$ cat src/rtl/uart_tx_arbiter_if.sv
// UART TX arbiter bus: two byte requesters in, one transmitter out.
// slave = the arbiter, master = whatever drives the requesters/UART.
interface uart_tx_arbiter_if;
  logic       req0_valid;
  logic [7:0] req0_data;
  logic       req0_last;
  logic       req0_ready;
  logic       req1_valid;
  logic [7:0] req1_data;
  logic       req1_last;
  logic       req1_ready;
  logic       tx_valid;
  logic [7:0] tx_data;
  logic       tx_ready;
  logic [1:0] grant;
  logic       overrun;

  modport slave (
    input  req0_valid, req0_data, req0_last,
    input  req1_valid, req1_data, req1_last,
    input  tx_ready,
    output req0_ready, req1_ready,
    output tx_valid, tx_data,
    output grant, overrun
  );

  modport master (
    output req0_valid, req0_data, req0_last,
    output req1_valid, req1_data, req1_last,
    output tx_ready,
    input  req0_ready, req1_ready,
    input  tx_valid, tx_data,
    input  grant, overrun
  );
endinterface

$ cat src/rtl/uart_tx_arbiter.sv
// Round-robin packet arbiter feeding one UART transmitter.
// A grant holds until the packet's last byte or MAX_PKT bytes.
module uart_tx_arbiter #(
  parameter int MAX_PKT = 16
) (
  input logic           clk,
  input logic           rst,
  uart_tx_arbiter_if.slave bus
);

  localparam logic [0:0] IDLE = 1'b0;
  localparam logic [0:0] LOCK = 1'b1;

  localparam logic [7:0] CNT_LIM = 8'(MAX_PKT - 1);

  logic [0:0] state;
  logic       owner;
  logic       ptr;
  logic [7:0] cnt;
  logic       ovf;

  logic       locked;
  logic       sel_valid;
  logic       sel_last;
  logic [7:0] sel_data;
  logic       xfer;
  logic       pick;

  assign locked = (state == LOCK);

  // mux the granted requester onto the transmitter side
  always_comb begin
    sel_valid = bus.req0_valid;
    sel_last  = bus.req0_last;
    sel_data  = bus.req0_data;
    if (owner) begin
      sel_valid = bus.req1_valid;
      sel_last  = bus.req1_last;
      sel_data  = bus.req1_data;
    end
  end

  assign bus.tx_valid   = locked & sel_valid;
  assign bus.tx_data    = locked ? sel_data : 8'h00;
  assign bus.req0_ready = locked & ~owner & bus.tx_ready;
  assign bus.req1_ready = locked & owner & bus.tx_ready;
  assign bus.grant      = locked ? {owner, ~owner} : 2'b00;
  assign bus.overrun    = ovf;

  assign xfer = bus.tx_valid & bus.tx_ready;

  // ptr holds the last served id; on a tie the other one wins
  assign pick = (bus.req0_valid & bus.req1_valid) ? ~ptr
              : bus.req1_valid;

  // grant/release state machine with byte counter
  always_ff @(posedge clk) begin
    if (rst) begin
      state <= IDLE;
      owner <= 1'b0;
      ptr   <= 1'b1;
      cnt   <= 8'd0;
      ovf   <= 1'b0;
    end else begin
      ovf <= 1'b0;
      unique case (1'b1)
        (state == IDLE): begin
          if (bus.req0_valid | bus.req1_valid) begin
            state <= LOCK;
            owner <= pick;
            cnt   <= 8'd0;
          end
        end
        (state == LOCK): begin
          if (xfer) begin
            if (sel_last) begin
              state <= IDLE;
              ptr   <= owner;
              cnt   <= 8'd0;
            end else if (cnt == CNT_LIM) begin
              state <= IDLE;
              ptr   <= owner;
              cnt   <= 8'd0;
              ovf   <= 1'b1;
            end else begin
              cnt <= cnt + 8'd1;
            end
          end
        end
      endcase
    end
  end

endmodule

$ cat src/flat_wrapper.sv
// flat-port wrapper written by rule: the top's interface ports become plain ports
module uart_tx_arbiter_flat 
#(
  parameter int MAX_PKT = 16
)
  (clk, rst, bus_req0_valid, bus_req0_data, bus_req0_last, bus_req1_valid, bus_req1_data, bus_req1_last, bus_tx_ready, bus_req0_ready, bus_req1_ready, bus_tx_valid, bus_tx_data, bus_grant, bus_overrun);
  uart_tx_arbiter_if bus_i ();
  input logic clk;
  input logic rst;
  input wire logic [$bits(bus_i.req0_valid)-1:0] bus_req0_valid;
  input wire logic [$bits(bus_i.req0_data)-1:0] bus_req0_data;
  input wire logic [$bits(bus_i.req0_last)-1:0] bus_req0_last;
  input wire logic [$bits(bus_i.req1_valid)-1:0] bus_req1_valid;
  input wire logic [$bits(bus_i.req1_data)-1:0] bus_req1_data;
  input wire logic [$bits(bus_i.req1_last)-1:0] bus_req1_last;
  input wire logic [$bits(bus_i.tx_ready)-1:0] bus_tx_ready;
  output wire logic [$bits(bus_i.req0_ready)-1:0] bus_req0_ready;
  output wire logic [$bits(bus_i.req1_ready)-1:0] bus_req1_ready;
  output wire logic [$bits(bus_i.tx_valid)-1:0] bus_tx_valid;
  output wire logic [$bits(bus_i.tx_data)-1:0] bus_tx_data;
  output wire logic [$bits(bus_i.grant)-1:0] bus_grant;
  output wire logic [$bits(bus_i.overrun)-1:0] bus_overrun;
  assign bus_i.req0_valid = bus_req0_valid;
  assign bus_i.req0_data = bus_req0_data;
  assign bus_i.req0_last = bus_req0_last;
  assign bus_i.req1_valid = bus_req1_valid;
  assign bus_i.req1_data = bus_req1_data;
  assign bus_i.req1_last = bus_req1_last;
  assign bus_i.tx_ready = bus_tx_ready;
  assign bus_req0_ready = bus_i.req0_ready;
  assign bus_req1_ready = bus_i.req1_ready;
  assign bus_tx_valid = bus_i.tx_valid;
  assign bus_tx_data = bus_i.tx_data;
  assign bus_grant = bus_i.grant;
  assign bus_overrun = bus_i.overrun;
  uart_tx_arbiter #(.MAX_PKT(MAX_PKT)) u_core (.clk(clk), .rst(rst), .bus(bus_i));
endmodule
$ cat config.mk
export PLATFORM = sky130hd
export DESIGN_NAME = uart_tx_arbiter_flat
export DESIGN_NICKNAME = d
export VERILOG_FILES = /design/src/rtl/uart_tx_arbiter_if.sv /design/src/rtl/uart_tx_arbiter.sv /design/src/flat_wrapper.sv
export SDC_FILE = /design/constraint.sdc
export NUM_CORES = 1
export LEC_CHECK = 0
export CORE_UTILIZATION = 40
export DETAILED_ROUTE_END_ITERATION = 10
export GPL_ROUTABILITY_DRIVEN = 0
export GPL_TIMING_DRIVEN = 0
export PLACE_DENSITY = 0.77
export SLEW_MARGIN = 20
export SYNTH_ARGS = -nofsm -noshare
export SYNTH_HDL_FRONTEND = slang
export SYNTH_SLANG_ARGS = --single-unit
$ cat constraint.sdc
create_clock -name clk -period 2.1 [get_ports clk]
set_input_delay 0.63 -clock clk [delete_from_list [all_inputs] [get_ports clk]]
set_output_delay 0.63 -clock clk [all_outputs]
set_load 0.05 [all_outputs]
# [Yosys cells after proc, flatten, opt, wreduce, memory -nomap -nowiden]
# Cells that the tools add are included.
[totals] regBits=12 latchBits=0 mem_bits_rw=0 rom_bits=0 out_inout_bits=14 mem_count=0
[op_classes] add_sub_neg=1 mul=0 div_mod_pow=0 n_lt_le_gt_ge=0 eq_ne=3 shift=0 n_mux=19 bitwise=12 reduce_logical=5
[op_table] operator="8-bit two-way mux" n=6
[op_table] operator="8-bit case mux with 2 select lines" n=1
[op_table] operator="1-bit two-way mux" n=10
[op_table] operator="8-bit by 1-bit adder with 8-bit output (second input constant)" n=1
[op_table] operator="8-bit by 4-bit equality test with 1-bit output (second input constant)" n=1
[op_table] operator="1-bit AND" n=7
[op_table] operator="2-bit inequality test (second input constant)" n=2
[op_table] operator="1-bit inverter" n=4
[op_table] operator="2-bit AND reduction" n=2
[op_table] operator="4-bit OR reduction" n=1
[op_table] operator="3-bit AND reduction" n=1
[op_table] operator="2-bit two-way mux" n=1
[op_table] operator="1-bit case mux with 2 select lines" n=1
[op_table] operator="2-bit nonzero test" n=1
[op_table] operator="1-bit bitwise OR" n=1

# [Longest topological paths before layout]
[logic_depth] word_depth=5 ltp_mapped=6 mapped_depth_nobuf=5

# [Least setup slack after synthesis]
# Ideal clock, no wire load.
[synth_path] path_kind="reg-to-output" from="register u_core.owner" to="output port bus_tx_data[2]" arrival_ns=1.595 path_slack_ns=-0.125 path_stages_with_launch=5 n_path_buf=2 path_cell_list="dfxtp_1 > buf_6 > clkbuf_1 > mux2i_1 > nor2b_1"
[synth_via] elab_chain_cells=2
[synth_rtl] element="from (decl)" line="uart_tx_arbiter.sv:17" rtl="logic owner;"
[synth_rtl] element="from (signal assigned)" line="uart_tx_arbiter.sv:70" rtl="owner <= pick;"
[synth_rtl] element="8-bit two-way mux" line="uart_tx_arbiter.sv:36" rtl="if (owner) begin"
[synth_rtl] element="8-bit two-way mux" line="uart_tx_arbiter.sv:44" rtl="assign bus.tx_data = locked ? sel_data : 8'h00;"
[synth_rtl] element="to (decl)" line="flat_wrapper.sv:20" rtl="output wire logic [$bits(bus_i.tx_data)-1:0] bus_tx_data;"
# No other way between the ends.

# [Worst setup path in the final report]
[layout_path] from="input port bus_tx_ready" to="output port bus_req1_ready"
[layout_via] elab_chain_cells=1
[layout_rtl] element="from (decl)" line="flat_wrapper.sv:16" rtl="input wire logic [$bits(bus_i.tx_ready)-1:0] bus_tx_ready;"
[layout_rtl] element="1-bit AND" line="uart_tx_arbiter.sv:46" rtl="assign bus.req1_ready = locked & owner & bus.tx_ready;"
[layout_rtl] element="to (decl)" line="flat_wrapper.sv:18" rtl="output wire logic [$bits(bus_i.req1_ready)-1:0] bus_req1_ready;"
# No other way between the ends.

==> results_dict.tcl <==
set metrics [dict create \
    slew_headroom 0.675 \
    grtUsageMet1 0.231 \
    grt_max_degree 11 \
    post-route-period-util 0.998 \
    fin_worst_skew_ns 0.00992 \
    syn_inst 99 \
    grt_use_met2 0.395 \
    nFillCells 169 \
    slew_viol_final 0 \
    numCtsBuffers 3 \
    grt_pass1_wl_um 3420 \
    rsz0062_at_grt "true" \
    cp-end-kind "output pin" \
    grt_busiest_layer "met2" \
    power_density_mw_per_mm2 487 \
    worstPathMaxFanout 2 \
    io_pins 37 \
    startpoint_type "input port" \
    cp.required_ns 1.47 \
    tightest_slew_ns 0.486 \
    place_inst 162 \
    first_pass_iters 4 \
    critPathSlowestCell "clkdlybuf4s50_1" \
    hold_violations 0 \
    drtIter0Drc 18 \
    cp_cell_sequence "clkdlybuf4s50_1 > and3_1 > buf_6" \
    synth_fa_ha_area_frac 0.0149 \
    synth_compound_area_frac 0.174 \
    dieArea_mm2 0.00229 \
    grt_pass1_vias 857 \
    mostFrequentLayoutCells "buf_6, dlymetal6s2s_1, dfxtp_1" \
    critPathArrivalTime_ns 1.47 \
    pre_cts_ws_ns -0.844 \
    ys_seq_area_frac 0.285 \
    die_h_um 47.9 \
    antennaDiodeCount 0 \
    critical-path-max-stage-delay_ns 0.49 \
    cts_root_buf "clkbuf_4" \
    cts.sinks 12 \
    path_class "in -> out" \
    grtUsageTotal 0.214 \
    synth_cell_types 35 \
    clockBufferDepth 2 \
    post_synth_instance_area_um2 842 \
    synth_ff_type "dfxtp_1" \
    cts_tree "yes" \
    finalNonFillerCells 168 \
    dp_hpwl_um 1670 \
    coreArea_mm2 0.00196 \
    final_common_cell "buf_6" \
    drt_wl_total_um 2250 \
    min_path_type "reg -> reg" \
    via_per_inst 5.42 \
    synth-simple-area-share 0.345 \
    nNetsFinal 166 \
    clk_latency_ns 0.28 \
    setup_slack_ns 0.00387 \
    antenna_found_initial 0 \
    initial_core_util 0.429 \
    fmax_mhz 477 \
    wl_per_cell_um 13.4 \
    layout-drive-gt1-share 0.270 \
    drt.antenna.violating_nets 0 \
    holdWs_ns 0.539 \
    synth-xor-area-share 0 \
    ys_ff_latch 12 \
    area_growth_pct 59.9 \
    min_period_ns 2.10 \
    avgSynthCellArea_um2 8.51 \
    yosys_warnings 0 \
    synth_top_family_by_area "simple AND/OR/NAND/NOR gates" \
    finalSetupTns_ns 0 \
    drc 0 \
    maxCapViolCount 0 \
    synth_mux_area_frac 0.140 \
    outcome "finished clean" \
    synth_edf_count 0 \
    die_w_um 47.9 \
    ir_drop_v 0.000309 \
    htreeDepth 1 \
    vias 910 \
    p_leak_nw 0.607 \
    overflow 0 \
    fp-row-count 16 \
    setup_violations 0 \
    synthArstFlopShare 0 \
    clk_pin_slew_ns 0.09 \
    synthesis.nets 123 \
    grtUsageMet3 0.0566 \
    numPortBuffers 36 \
]
## sequential cells by signal (all words and copies together), names as in the netlist
register and cells:
u_core.bus.overrun 1, u_core.cnt 8, u_core.locked 1, u_core.owner 1, u_core.ptr 1
## report_power, final
part	total, W	switching (W)	leakage, nW	internal [W]
Clock	0.000191	0.0000855	0.0210	0.000105
Sequential	0.000237	0.00000501	0.0974	0.000232
Combinational	0.000228	0.000128	0.488	0.0000999
## layout make-up
type	instances	area, um2	area share
plain buffers	5	36.3	0.0270
clock buffers	4	36.3	0.0270
inverters	2	7.51	0.00558
multi-input cells	80	589	0.438
flip-flops and latches	12	241	0.179
well taps	27	33.8	0.0251
repair buffers	38	402	0.298
## per-stage QoR
| step | total power, W | util | instance area, um2 |
|---|---|---|---|
| after floorplan | 0.000372 | - | 852 |
| after global placement | 0.000460 | 0.635 | 1250 |
| after detailed placement | 0.000462 | 0.635 | 1250 |
| after CTS | 0.000652 | 0.655 | 1280 |
| after global routing | 0.000686 | 0.686 | 1350 |
| final | 0.000655 | 0.686 | 1350 |
## final timing paths
check	from	slack [ns]	depth (start not counted)	end
hold / removal	u_core.cnt[6]	0.54	2	u_core.cnt[6]
setup / recovery	bus_tx_ready	0.004	3	bus_req1_ready
setup reg to reg	u_core.cnt[0]	0.41	6	u_core.ptr
hold reg to reg	u_core.cnt[6]	0.54	2	u_core.cnt[6]
## critical path, delay by kind of cell
| kind | cells | cell delay (ns) |
|---|---|---|
| buffers and inverters | 2 | 0.65 |
| and+or+nand+nor | 1 | 0.18 |
## synthesized netlist by cell type (2+ instances only)
cell type / instances / area share
mux2i_1: 8 / 0.095
nand4_1: 2 / 0.015
nand2_1: 9 / 0.040
nand4b_1: 2 / 0.021
nor2b_1: 10 / 0.074
inv_1: 2 / 0.0089
and3_1: 2 / 0.015
a31oi_1: 3 / 0.022
o211ai_1: 3 / 0.027
nor2_1: 4 / 0.018
nor3_1: 5 / 0.030
a21oi_1: 6 / 0.036
o21a_1: 2 / 0.018
nand3_1: 4 / 0.024
nand3b_1: 3 / 0.027
dfxtp_1: 12 / 0.29
clkbuf_1: 3 / 0.013
o21ai_0: 2 / 0.012
## cells by family after synthesis
| kind of cell | after synthesis |
|---|---|
| compound gates | 21 |
| fa+ha+maj | 1 |
| buf+inv | 7 |
| flops | 12 |
| mux | 10 |
| simple gates | 48 |
## what timing repair did
item	in CTS	in global routing
gates resized for setup	93	22
hold buffers	0	0
buffers inserted	2	0
cloned	0	0
setup endpoints to repair	13	10
pin swaps	0	0
## routing by layer
layer	vias to the layer above	wire, um	share of wire
met4	0	15	0.0067
met1	414	913	0.41
met5	-	0	0
met3	2	157	0.070
met2	40	1170	0.52
li1	454	-	-
Power figures use the tool's default switching activity.
